**src/rtl/booth_mul_seq.sv**
```systemverilog
// booth_mul_seq
// Sequential radix-2 Booth multiplier controller. Produces the signed
// WIDTH x WIDTH -> 2*WIDTH product by stepping through the multiplier one
// bit per iteration. It owns no adder: add/subtract steps are issued to a
// shared 2*WIDTH adder through a request/grant port. Iterations whose Booth
// pair is 00 or 11 skip the adder entirely.
//
// Ports:
//   in_clk, in_rst_n          clock, asynchronous active-low reset
//   in_start                  one-cycle start pulse (honoured in IDLE/DONE)
//   in_multiplicand (M)       signed operand, sampled with in_start
//   in_multiplier   (Q)       signed operand, sampled with in_start
//   out_busy                  high while iterating (RUN)
//   out_done                  one-cycle pulse, out_result valid
//   out_result                signed 2*WIDTH product, held until replaced
//   out_add_req / in_add_gnt  shared-adder request / grant
//   out_add_x/_y/_cin         adder operands (all zero when not requesting)
//   in_add_sum                adder result, combinational from the operands
module booth_mul_seq #(
  parameter int WIDTH = 32
) (
  input  logic                 in_clk,
  input  logic                 in_rst_n,
  input  logic                 in_start,
  input  logic [WIDTH-1:0]     in_multiplicand,
  input  logic [WIDTH-1:0]     in_multiplier,
  output logic                 out_busy,
  output logic                 out_done,
  output logic [2*WIDTH-1:0]   out_result,
  output logic                 out_add_req,
  input  logic                 in_add_gnt,
  output logic [2*WIDTH-1:0]   out_add_x,
  output logic [2*WIDTH-1:0]   out_add_y,
  output logic                 out_add_cin,
  input  logic [2*WIDTH-1:0]   in_add_sum
);

  localparam int PW = 2 * WIDTH;
  localparam int IW = (WIDTH > 1) ? $clog2(WIDTH) : 1;

  localparam logic [1:0] ST_IDLE = 2'd0;
  localparam logic [1:0] ST_RUN  = 2'd1;
  localparam logic [1:0] ST_DONE = 2'd2;

  localparam logic [IW-1:0] LAST_ITER = IW'(WIDTH - 1);
  localparam logic [IW-1:0] ONE_ITER  = IW'(1);

  logic [1:0]       state_r;
  logic [IW-1:0]    iter_r;
  logic [PW-1:0]    m_r;       // multiplicand, sign-extended to PW
  logic [WIDTH-1:0] q_r;
  logic             prev_r;    // q(i-1), the bit examined last iteration
  logic [PW-1:0]    p_r;       // running partial product
  logic [PW-1:0]    result_r;
  logic             done_r;

  logic [1:0]       pair_s;
  logic             req_s;
  logic             sub_s;
  logic [PW-1:0]    m_shift_s;
  logic             advance_s;
  logic [PW-1:0]    p_next_s;

  // Booth pair decode and shared-adder operand generation
  always_comb begin
    pair_s    = {q_r[iter_r], prev_r};
    m_shift_s = m_r << iter_r;
    req_s     = 1'b0;
    sub_s     = 1'b0;
    if (state_r == ST_RUN) begin
      case (pair_s)
        2'b01: begin
          req_s = 1'b1;
          sub_s = 1'b0;
        end
        2'b10: begin
          req_s = 1'b1;
          sub_s = 1'b1;
        end
        default: begin
          req_s = 1'b0;
          sub_s = 1'b0;
        end
      endcase
    end else begin
      req_s = 1'b0;
      sub_s = 1'b0;
    end

    // Subtraction is P + ~(M<<i) + 1; operands are forced to zero when idle
    // so the shared adder sees no stray activity from this requester.
    if (req_s) begin
      out_add_x   = p_r;
      out_add_y   = sub_s ? ~m_shift_s : m_shift_s;
      out_add_cin = sub_s;
    end else begin
      out_add_x   = {PW{1'b0}};
      out_add_y   = {PW{1'b0}};
      out_add_cin = 1'b0;
    end

    // A non-requesting iteration always completes; a requesting one waits
    // for the grant. The grant never feeds back into the request itself.
    if (req_s) begin
      advance_s = in_add_gnt;
      p_next_s  = in_add_sum;
    end else begin
      advance_s = 1'b1;
      p_next_s  = p_r;
    end
  end

  // Controller state, operand latches, partial product and result
  always_ff @(posedge in_clk or negedge in_rst_n) begin
    if (!in_rst_n) begin
      state_r  <= ST_IDLE;
      iter_r   <= {IW{1'b0}};
      m_r      <= {PW{1'b0}};
      q_r      <= {WIDTH{1'b0}};
      prev_r   <= 1'b0;
      p_r      <= {PW{1'b0}};
      result_r <= {PW{1'b0}};
      done_r   <= 1'b0;
    end else begin
      // done is registered from the DONE state so it coincides with the
      // first cycle in which out_result carries the new product stably.
      done_r <= (state_r == ST_DONE);
      case (state_r)
        ST_IDLE, ST_DONE: begin
          if (in_start) begin
            m_r     <= {{WIDTH{in_multiplicand[WIDTH-1]}}, in_multiplicand};
            q_r     <= in_multiplier;
            p_r     <= {PW{1'b0}};
            iter_r  <= {IW{1'b0}};
            prev_r  <= 1'b0;
            state_r <= ST_RUN;
          end else begin
            state_r <= ST_IDLE;
          end
        end
        ST_RUN: begin
          if (advance_s) begin
            p_r    <= p_next_s;
            prev_r <= q_r[iter_r];
            if (iter_r == LAST_ITER) begin
              result_r <= p_next_s;
              state_r  <= ST_DONE;
            end else begin
              iter_r <= iter_r + ONE_ITER;
            end
          end else begin
            state_r <= ST_RUN;
          end
        end
        default: begin
          state_r <= ST_IDLE;
        end
      endcase
    end
  end

  assign out_busy    = (state_r == ST_RUN);
  assign out_done    = done_r;
  assign out_result  = result_r;
  assign out_add_req = req_s;

endmodule

```
**config.mk**
```make
export PLATFORM = sky130hd
export DESIGN_NAME = booth_mul_seq
export DESIGN_NICKNAME = d
export VERILOG_FILES = /design/src/rtl/booth_mul_seq.sv
export SDC_FILE = /design/constraint.sdc
export NUM_CORES = 1
export LEC_CHECK = 0
export CAP_MARGIN = 40
export CORE_MARGIN = 2
export CORE_UTILIZATION = 35
export DETAILED_ROUTE_END_ITERATION = 10
export DONT_BUFFER_PORTS = 1
export PLACE_DENSITY_LB_ADDON = 0.2
export SYNTH_ARGS = -nofsm -noshare
export SYNTH_HDL_FRONTEND = slang
export SYNTH_SLANG_ARGS = --single-unit
```
**constraint.sdc**
```tcl
create_clock -name in_clk -period 4.22 [get_ports in_clk]
set_input_delay 0.844 -clock in_clk [delete_from_list [all_inputs] [get_ports in_clk]]
set_output_delay 0.844 -clock in_clk [all_outputs]
set_load 0.01 [all_outputs]
```
==> summary.txt, run 1 <==
Outcome
  • Status: finished clean

STA
  • Worst Tran Pin Value: 848 ps
  • Worst Hold Margin: 32.5 ps
  • Final Cycle Share: 99.4%
  • Fmax: 238 MHz
  • Post-route minimum period: 4200 ps
  • Layout Skew: 21.2 ps
  • RSZ-0062 raised after global routing: yes
  • Worst slew margin: 43.5%
  • Final hold vios: 0
  • Slew Limit Fails: 0
  • Setup violators final: 0

Synth
  • Count of distinct cell types in the synthesized netlist: 65
  • Synthesized area: 12400 sq um
  • Post-synthesis sequential area ratio: 40.5%
  • Post-synth EDFFs: 0
  • Post-Syn Nets: 1541
  • Yosys warns: 0
  • Top_reg_cell synth: dfrtp_1
  • Syn Area/Cell: 8.82 sq um
  • Post-Syn Instances: 1406
  • Post-synth ARST share: 100%
  • Post-synthesis register bit count: 201

GRT
  • Pin count of the biggest net entering global routing: 139
  • Number of global-route vias before repair: 10.1k
  • First-pass GRT wire length: 60.8 mm
  • Total gr overflow: 0
  • Antenna violations before repair: 4
  • Global-route usage over all layers: 21.2%

Cells and area
  • Layout Cells excl Fill: 1896
  • Final core occ: 41.4%
  • Storage element area: 5040 sq um
  • Fill cells: 3509
  • Net count, final: 1557
  • Share of cells above drive strength 1: 17.3%
  • Area occupied by multi-input gates: 6810 sq um
  • Syn-to-layout area delta: 16.0%

Power
  • Overall Power: 16300 uW
  • Power per Cell Area: 1130 nW/um^2
  • Leak: 0.00652 uW
  • Maximum VDD drop: 892 uV

Placement
  • Placed Cells: 1834
  • IO buf count: 0
  • GPL Wtd Cong: 0.895
  • Hpwl dp: 28.3 mm

Run
  • Max-cap violations: 0

Floorplanning
  • CORE AREA: 34700 sq um
  • Die Span X: 192 microns
  • Chip Height: 192 microns
  • Initial Utilization: 35.7%
  • Die area: 37000 sq um
  • Row Count: 68
  • I/O pin cnt: 328

Route
  • WL final: 41.8 mm
  • Wire per inst: 22.1 microns
  • Via density: 5.47
  • DRC errors left: 0
  • Post-route ant nets: 0
  • DR vias: 10.4k
  • First drt pass iteration count: 5
  • DR iter-0 viols: 651

Critical path
  • Worst path slowest cell: mux4_2
  • Worst path arrival time: 3350 ps
  • Slowest stage delay, CP: 530 ps
  • Flop2flop setup slack: 700 ps
  • Crit end category: output port
  • Crit-path max FO: 23
  • Crit Path Class: flop to output port
  • Worst path required time: 3380 ps
  • CP cell instances: mux4_2, mux2_2, o22ai_1, a211oi_1, ha_1, or3_4, clkbuf_16, mux2i_1, buf_4
  • Startpoint Class: flop

Clocking
  • H-tree depth: 1
  • Reg clk slew, reported paths: 60 ps
  • Clock Sinks: 201
  • TritonCTS Buffers: 24
  • CTS max path bufs: 3
  • Clock root buffer master: clkbuf_16
  • CTS tree: yes
  • Worst skew pair latency: 520 ps

Hold path
  • Worst hold path type: primary input to async pin
[cells by family (layout without fill, tap and decap cells)]
family                   after synthesis  in the layout  synth area share (%)
AND/OR/NAND/NOR                      597            597                  20.4
AO/OA/AOI/OAI                        259            259                  12.6
flip-flops                           201            201                  40.5
multiplexers                         198            198                  19.5
buffers and inverters                130            164                  5.40
XOR/XNOR                              18             18                  1.27
adder cells (fa/ha/maj)                3              3                 0.303
other                                  0              1                     0
[area by class of cell]
type                    instances  share of cell area, %
diodes                          1                 0.0174
clock buffers                  37                   5.00
clock inverters                 7                  0.365
inverters                       9                  0.270
multi-input cells            1075                   47.3
flip-flops and latches        201                   35.0
well taps                     455                   3.96
repair buffers                111                   8.05
[sequential cells by signal (all words and copies together) (netlist names)]
| name | count |
|---|---|
| out_done | 1 |
| p_r | 64 |
| prev_r | 1 |
| iter_r | 5 |
| out_result | 64 |
| state_r | 2 |
| q_r | 32 |
| m_r | 32 |
[path summary, 6_finish.rpt]
kind | cells past startpoint | from | endpoint
setup / recovery | 9 | iter_r[0]$_DFFE_PN0P_ | out_add_y[38]
hold / removal | 0 | in_rst_n | p_r[2]$_DFFE_PN0P_
setup reg to reg | 12 | iter_r[0]$_DFFE_PN0P_ | p_r[32]$_DFFE_PN0P_
hold reg to reg | 2 | q_r[21]$_DFFE_PN0P_ | q_r[21]$_DFFE_PN0P_
max in group asynchronous | 1 | in_rst_n | iter_r[1]$_DFFE_PN0P_
min in group in_clk | 2 | in_multiplier[30] | q_r[30]$_DFFE_PN0P_
[per-layer routing]
layer	GRT usage [%]	part of all wire, %
met5	0	0.077
met4	5.08	2.3
met3	6.15	8.7
met1	28.5	42
met2	33.4	47
[timing repair]
| item | 4_1_cts | 5_1_grt |
|---|---|---|
| buffers inserted | 1 | 4 |
| endpoints found under the hold margin | 64 | 0 |
| setup endpoints to repair | 106 | 117 |
| cloned | 0 | 11 |
| hold buffers | 1 | 0 |
| pin swaps | 0 | 6 |
| gates resized for setup | 6 | 36 |
[Yosys cell counts (4+ instances only)]
cell       count  area share (%)
and2_1        68             3.4
buf_2         20            0.81
mux4_1         8             1.7
nand2b_1      10            0.50
mux2i_1      137              11
o2bb2ai_1      4            0.28
nand3_1        8            0.32
xor2_1         9            0.64
nor2b_1        5            0.25
nor2_1        50             1.5
buf_6         10            0.91
o21ai_0      150             6.1
o221ai_1       6            0.42
buf_4          5            0.30
inv_1          6            0.18
buf_1          4            0.12
o22ai_1       15            0.76
a31oi_1        6            0.30
o211ai_1      10            0.61
a21oi_1       19            0.77
clkbuf_1      77             2.3
dfrtp_1      201              41
or3_1          5            0.25
and3_1         4            0.20
mux2_2        31             2.8
o31ai_1        5            0.30
nand2_1      424              13
xnor2_1        9            0.64
nor3_1        11            0.44
a32oi_1        4            0.28
a211oi_1      12            0.73
mux4_2        21             3.8
[critical path: cells and delay by family, from the launching register on]
family          cells  cell delay [ps]
mux                 3              970
buf+inv             2              360
compound gates      2              250
simple gates        1              430
fa+ha+maj           1              340
flops               1              480
[through the flow]
step	setup TNS, ps	cell area [sq um]	setup slack [ps]
floorplan	0	12400	466
global placement	0	13100	558
detailed placement	0	13200	433
CTS	-266	14000	-20.6
global route	-6770	14400	-143
finish	0	14400	24.6
[where the power goes]
| group | switching, uW | internal (uW) |
|---|---|---|
| combinational | 6220 | 4940 |
| clock | 840 | 1180 |
| sequential | 597 | 2500 |
[layout by cell type, fill, tap and decap left out, drive strengths merged, types with 8 or more instances in the layout]
cell    instances
a21oi          19
mux2i         137
clkinv          9
nand2b         10
mux4           29
o211ai         10
nand2         424
nor3           11
o21ai         151
clkbuf         43
and2           69
o22ai          15
dfrtp         201
nor2           50
xnor2           9
xor2            9
nand3           8
a211oi         14
buf           105
mux2           32
Power figures use the tool's default switching activity.
==> run 2: changes to the inputs <==
Settings changed: CORE_ASPECT_RATIO set to 1.5, CORE_UTILIZATION 35 to 45.
==> run 2 against run 1 <==
Cell count is 7.1% lower. Critical endpoint is now out_add_y[45]. Clock skew fell by 7.0 ps. Routed wire length down 6.4%. Register-to-register slack better by 70 ps. First-iteration DRC count decreased by 1.7%. Maximum frequency is essentially flat. Sequential power about the same. Utilization increased by 9.9 points. Global-route usage rose by 4.6 points.
==> summary.txt, run 2 (synthesis gave the netlist of run 1 again) <==
Outcome
  • Status: finished clean

Cells and area
  • Final core occ: 51.3% (+9.9 points)
  • Commonest cells after routing, fill and taps aside: nand2_1, dfrtp_1, o21ai_0
  • Syn-to-layout area delta: 12.6%
  • Storage element area: 5030 sq um (about the same)
  • Most common cell after layout, fill and taps aside: nand2_1
  • Layout Cells excl Fill: 1761 (-7.1%)
  • Fill cells: 2610 (-26%)
  • Net count, final: 1538 (-1.2%)
  • Area occupied by multi-input gates: 6770 sq um (-0.55%)
  • Share of cells above drive strength 1: 15.3% (-2.0 points)

Clocking
  • # hold bufs at CTS: 0 (-1)
  • Clock Sinks: 201 (unchanged)
  • CTS tree: yes
  • TritonCTS Buffers: 22 (-8.3%)
  • H-tree depth: 1 (unchanged)
  • Reg clk slew, reported paths: 60 ps (about the same)
  • Worst skew pair latency: 510 ps (about the same)
  • CTS max path bufs: 3 (unchanged)
  • Clock root buffer master: clkbuf_16

Critical path
  • Crit-path max FO: 23 (unchanged)
  • Worst path arrival time: 3350 ps (about the same)
  • Startpoint Class: flop
  • Worst R2R Path Depth: 12 (unchanged)
  • Worst path required time: 3380 ps (about the same)
  • Crit end category: output port
  • Crit Path Class: flop to output port

Route
  • Via density: 5.83 (+6.6%)
  • DRC errors left: 0 (unchanged)
  • DR iter-0 viols: 640 (-1.7%)
  • WL final: 39.1 mm (-6.4%)
  • DR vias: 10.3k (-1.0%)
  • Wire per inst: 22.2 microns (+0.73%)
  • First drt pass iteration count: 6 (+1)
  • Post-route ant nets: 0 (unchanged)

Floorplanning
  • Die Span X: 140 microns (-27%)
  • Chip Height: 207 microns (+7.8%)
  • I/O pin cnt: 328 (unchanged)
  • Row Count: 74 (+8.8%)
  • CORE AREA: 27200 sq um (-22%)
  • Initial Utilization: 45.6% (+9.8 points)
  • Die area: 28900 sq um (-22%)

STA
  • Slew Limit Fails: 0 (unchanged)
  • Layout Skew: 14.2 ps (-7.01 ps)
  • Worst Tran Pin Value: 914 ps (+66.1 ps)
  • Worst slew margin: 39.1% (-4.4 points)
  • Worst Hold Margin: 37.2 ps (+4.73 ps)
  • Fmax: 238 MHz (about the same)
  • PnR worst setup slack: 22.2 ps (-2.45 ps)
  • RSZ-0062 raised after global routing: yes
  • Setup violators final: 0 (unchanged)
  • Final hold vios: 0 (unchanged)
  • Final Cycle Share: 99.5% (about the same)
  • Post-route minimum period: 4200 ps (+2.45 ps)

Power
  • Switching power total: 7430 uW (-3.0%)
  • Comb pwr share: 68.0% (-0.6 points)
  • Sequential fraction of design power: 19.7% (+0.6 points)
  • Clock power frac: 12.3% (about the same)
  • Internal power: 8320 uW (-3.4%)
  • Leak: 0.00636 uW (-2.5%)
  • Maximum VDD drop: 1150 uV (+29%)
  • Overall Power: 15800 uW (-3.2%)
  • Power per Cell Area: 1130 nW/um^2 (-0.36%)
  • Net Sw Frac: 47.2% (+0.12 points)

GRT
  • Pin count of the biggest net entering global routing: 202 (+45%)
  • First-pass GRT wire length: 59.2 mm (-2.7%)
  • Global-route usage over all layers: 25.7% (+4.6 points)
  • Number of global-route vias before repair: 10.2k (+1.0%)
  • Antenna violations before repair: 5 (+1)
  • Total gr overflow: 0 (unchanged)

Placement
  • IO buf count: 0 (unchanged)
  • Hpwl dp: 27.6 mm (-2.5%)
  • Placed Cells: 1710 (-6.8%)
  • Placement Setup Slack: 313 ps (-120 ps)
  • GPL Wtd Cong: 0.954 (+6.6%)

Run
  • Max-cap violations: 0 (unchanged)

Hold path
  • Worst hold path type: primary input to async pin
## run 2: timing repair
item	in CTS	in global routing
endpoints found under the setup margin	111	112
resized for setup	13	15
pin swaps	2	2
setup buffers	2	3
gates cloned	2	4
hold endpoints to repair	0	0
## run 2: final cells by class
type                            count  area share (%)
Clock inverter                      5           0.269
Tap cell                          342            3.06
Antenna cell                        2          0.0358
Inverter                            9           0.260
Clock buffer                       33            5.03
Sequential cell                   201            36.0
Multi-Input combinational cell   1075            48.5
Timing Repair Buffer               94            6.86
## run 2: per-layer routing
layer	global-route usage [%]	vias to the layer above	part of all wire, %
met3	7.43	106	8.7
met2	44.4	425	50
li1	-	4810	-
met4	11.0	6	4.6
met5	0	-	0.10
met1	29.7	4926	37
## run 2: power by group through the flow
stage          Sequential [uW]  Combinational [uW]  Clock [uW]
3_5_place_dp              3130                9650           0
5_1_grt                   3180               11500        2060
2_1_floorplan             2830                7110           0
4_1_cts                   3100               10000        1990
6_report                  3100               10700        1950
3_3_place_gp              3130                9510           0
## run 2: stage by stage
stage	cell area (sq um)	setup TNS, ps
floorplan	12400	0
global placement	12900	0
detailed placement	13000	0
CTS	13800	-9.93
global route	14000	-4010
finish	14000	0
## run 2: critical path, stage by stage, from the launching register on
cell	delay, ps
dfrtp_2	480
mux4_2	530
mux2_2	280
o22ai_2	160
a211oi_2	70
ha_1	330
or3_4	470
buf_16	190
mux2i_1	170
buf_4	160
## run 2: path summary, 6_finish.rpt
kind / startpoint / end / slack (ps)
worst max-delay path: iter_r[0]$_DFFE_PN0P_ / out_add_y[45] / 20
worst min-delay path: in_rst_n / out_result[26]$_DFFE_PN0P_ / 40
worst max register to register: iter_r[0]$_DFFE_PN0P_ / p_r[52]$_DFFE_PN0P_ / 770
worst min register to register: q_r[18]$_DFFE_PN0P_ / q_r[18]$_DFFE_PN0P_ / 470
max in group asynchronous: in_rst_n / iter_r[2]$_DFFE_PN0P_ / 3700
min in group in_clk: in_multiplier[25] / q_r[25]$_DFFE_PN0P_ / 440
==> run 3: changes to the inputs <==
Settings changed: CORE_MARGIN 2 to 5.
==> run 3 against run 2 <==
Clock-buffer cell count is 5 lower. Via count is 1.3% lower. Utilization fell by 0.53 points. Design area fell by 1.0%. Combinational power decreased by 5%. Largest power group unchanged. Flip-flop and latch count did not move. Cell count down 0.34%. Register-to-register slack lost 110 ps. Highest routed layer unchanged.
==> summary.txt, run 3 (synthesis gave the netlist of run 1 again) <==
STA
  • Setup violators final: 0 (unchanged)
  • Worst Tran Pin Value: 944 ps (+29.8 ps)
  • Worst slew margin: 36.4% (-2.7 points)
  • Worst Hold Margin: 41.5 ps (+4.26 ps)
  • RSZ-0062 raised after global routing: yes
  • Final Cycle Share: 98.1% (-1.4 points)
  • Layout Skew: 15.6 ps (+1.36 ps)
  • Post-route minimum period: 4140 ps (-59.6 ps)
  • Slew Limit Fails: 0 (unchanged)
  • PnR worst setup slack: 81.8 ps (+59.6 ps)
  • Fmax: 242 MHz (+1.4%)
  • Final hold vios: 0 (unchanged)

GRT
  • Global-route usage over all layers: 23.7% (-2.0 points)
  • First-pass GRT wire length: 59.2 mm (about the same)
  • Antenna violations before repair: 6 (+1)
  • Number of global-route vias before repair: 10.2k (-0.55%)
  • Total gr overflow: 0 (unchanged)
  • Pin count of the biggest net entering global routing: 202 (unchanged)

Clocking
  • Clock Sinks: 201 (unchanged)
  • CTS max path bufs: 3 (unchanged)
  • Reg clk slew, reported paths: 70 ps (about the same)
  • CTS tree: yes
  • Clock root buffer master: clkbuf_16
  • Worst skew pair latency: 510 ps (about the same)
  • # hold bufs at CTS: 0 (unchanged)
  • H-tree depth: 1 (unchanged)
  • TritonCTS Buffers: 21 (-4.5%)

Critical path
  • Crit-path max FO: 23 (unchanged)
  • Worst path required time: 3380 ps (about the same)
  • Startpoint Class: flop
  • Crit Path Class: flop to output port
  • Worst path arrival time: 3290 ps (-60 ps)
  • Crit end category: output port

Cells and area
  • Storage element area: 5040 sq um (about the same)
  • Commonest cells after routing, fill and taps aside: nand2_1, dfrtp_1, o21ai_0
  • N_diodes: 0 (-2)
  • Area occupied by multi-input gates: 6790 sq um (+0.31%)
  • Fill cells: 2607 (-0.11%)
  • Net count, final: 1535 (-0.20%)
  • Syn-to-layout area delta: 11.5%
  • Share of cells above drive strength 1: 15.0% (-0.31 points)
  • Layout Cells excl Fill: 1755 (-0.34%)
  • Most common cell after layout, fill and taps aside: nand2_1

Route
  • Met3 routed WL: 3.30 mm (-2.7%)
  • Wire per inst: 22.0 microns (-1.1%)
  • DR vias: 10.1k (-1.3%)
  • Post-Route M1 WL: 14.1 mm (-1.8%)
  • First drt pass iteration count: 7 (+1)
  • DR iter-0 viols: 605 (-5.5%)
  • DRC errors left: 0 (unchanged)
  • Highest metal used: met5
  • Post-route ant nets: 0 (unchanged)
  • WL final: 38.5 mm (-1.5%)
  • Routed wl met2: 19.3 mm (-1.0%)
  • Via density: 5.78 (-0.94%)

Placement
  • Placed Cells: 1711 (+0.058%)
  • IO buf count: 0 (unchanged)
  • Placement Setup Slack: 309 ps (-3.76 ps)
  • Hpwl dp: 27.9 mm (+1.2%)
  • GPL Wtd Cong: 0.983 (+3.1%)

Floorplanning
  • Row Count: 74 (unchanged)
  • Die area: 31100 sq um (+7.3%)
  • CORE AREA: 27200 sq um (unchanged)
  • Initial Utilization: 45.6% (unchanged)
  • I/O pin cnt: 328 (unchanged)
  • Die Span X: 146 microns (+4.3%)
  • Chip Height: 213 microns (+2.9%)

Power
  • Maximum VDD drop: 1170 uV (+1.6%)
  • Power per Cell Area: 1100 nW/um^2 (-2.8%)
  • Leak: 0.00630 uW (-0.87%)

Run
  • Max-cap violations: 0 (unchanged)

Hold path
  • Worst hold path type: primary input to async pin

Outcome
  • Status: finished clean
-- run 3: cell count changes in the layout (fill, tap and decap cells not counted), moves of 2 or more --
cell,change
clkinv_4,+2
and2_1,-2
bufinv_16,+2
and2_4,+2
mux4_2,-2
diode_2,-2
clkbuf_8,-7
buf_12,-2
buf_6,-2
mux4_1,+2
clkbuf_16,-3
clkbuf_1,+4
buf_4,+6
-- run 3: worst paths after layout --
path / depth (start not counted) / slack (ps) / to / from
max: 9 / 80 / out_add_y[28] / iter_r[0]$_DFFE_PN0P_
min: 0 / 40 / out_result[36]$_DFFE_PN0P_ / in_rst_n
max reg2reg: 11 / 660 / p_r[55]$_DFFE_PN0P_ / iter_r[0]$_DFFE_PN0P_
min reg2reg: 2 / 480 / q_r[0]$_DFFE_PN0P_ / q_r[0]$_DFFE_PN0P_
max in group asynchronous: 0 / 3910 / p_r[53]$_DFFE_PN0P_ / in_rst_n
min in group in_clk: 2 / 440 / m_r[0]$_DFFE_PN0P_ / in_multiplicand[0]
-- run 3: cell type report --
class / instances / area share [%]
clock buffer: 28 / 4.13
clock inverter: 8 / 0.760
inverter: 9 / 0.308
multi-input combinational: 1075 / 49.1
sequential: 201 / 36.4
tap: 342 / 3.09
timing repair buffer: 92 / 6.15
-- run 3: what timing repair did --
action | CTS | global route
cloned | 1 | 2
setup buffers | 4 | 1
endpoints found under the setup margin | 110 | 115
pin swaps | 2 | 2
gates resized for setup | 14 | 19
-- run 3: metrics by stage --
stage | TNS [ps] | util (%) | cell area (sq um) | total power, uW
floorplan | 0 | - | 12400 | 9940
global placement | 0 | 47.4 | 12900 | 12600
detailed placement | 0 | 47.5 | 12900 | 12700
CTS | 0 | 50.4 | 13700 | 14900
global route | -3760 | 50.8 | 13800 | 16200
finish | 0 | 50.8 | 13800 | 15200
-- run 3: per-layer routing --
metal  vias to the layer above  track usage, %
met4                        12            9.82
met1                      4789            27.5
met2                       425            40.9
met3                       117            7.55
met5                         -               0
li1                       4799               -
-- run 3: worst max-delay path, stage by stage, from the launching register on --
cell and delay (ps):
dfrtp_2 460, mux4_2 520, mux2_2 280, o22ai_2 150, a211oi_1 90, ha_1 320
or3_4 440, buf_12 180, mux2i_1 180, buf_4 150
-- run 3: power breakdown --
group | leakage (uW) | total, uW | internal, uW | switching [uW]
clock network | 0.000332 | 1850 | 1080 | 771
registers | 0.00264 | 3120 | 2500 | 618
logic | 0.00333 | 10200 | 4420 | 5760
total | 0.00630 | 15200 | 8010 | 7140
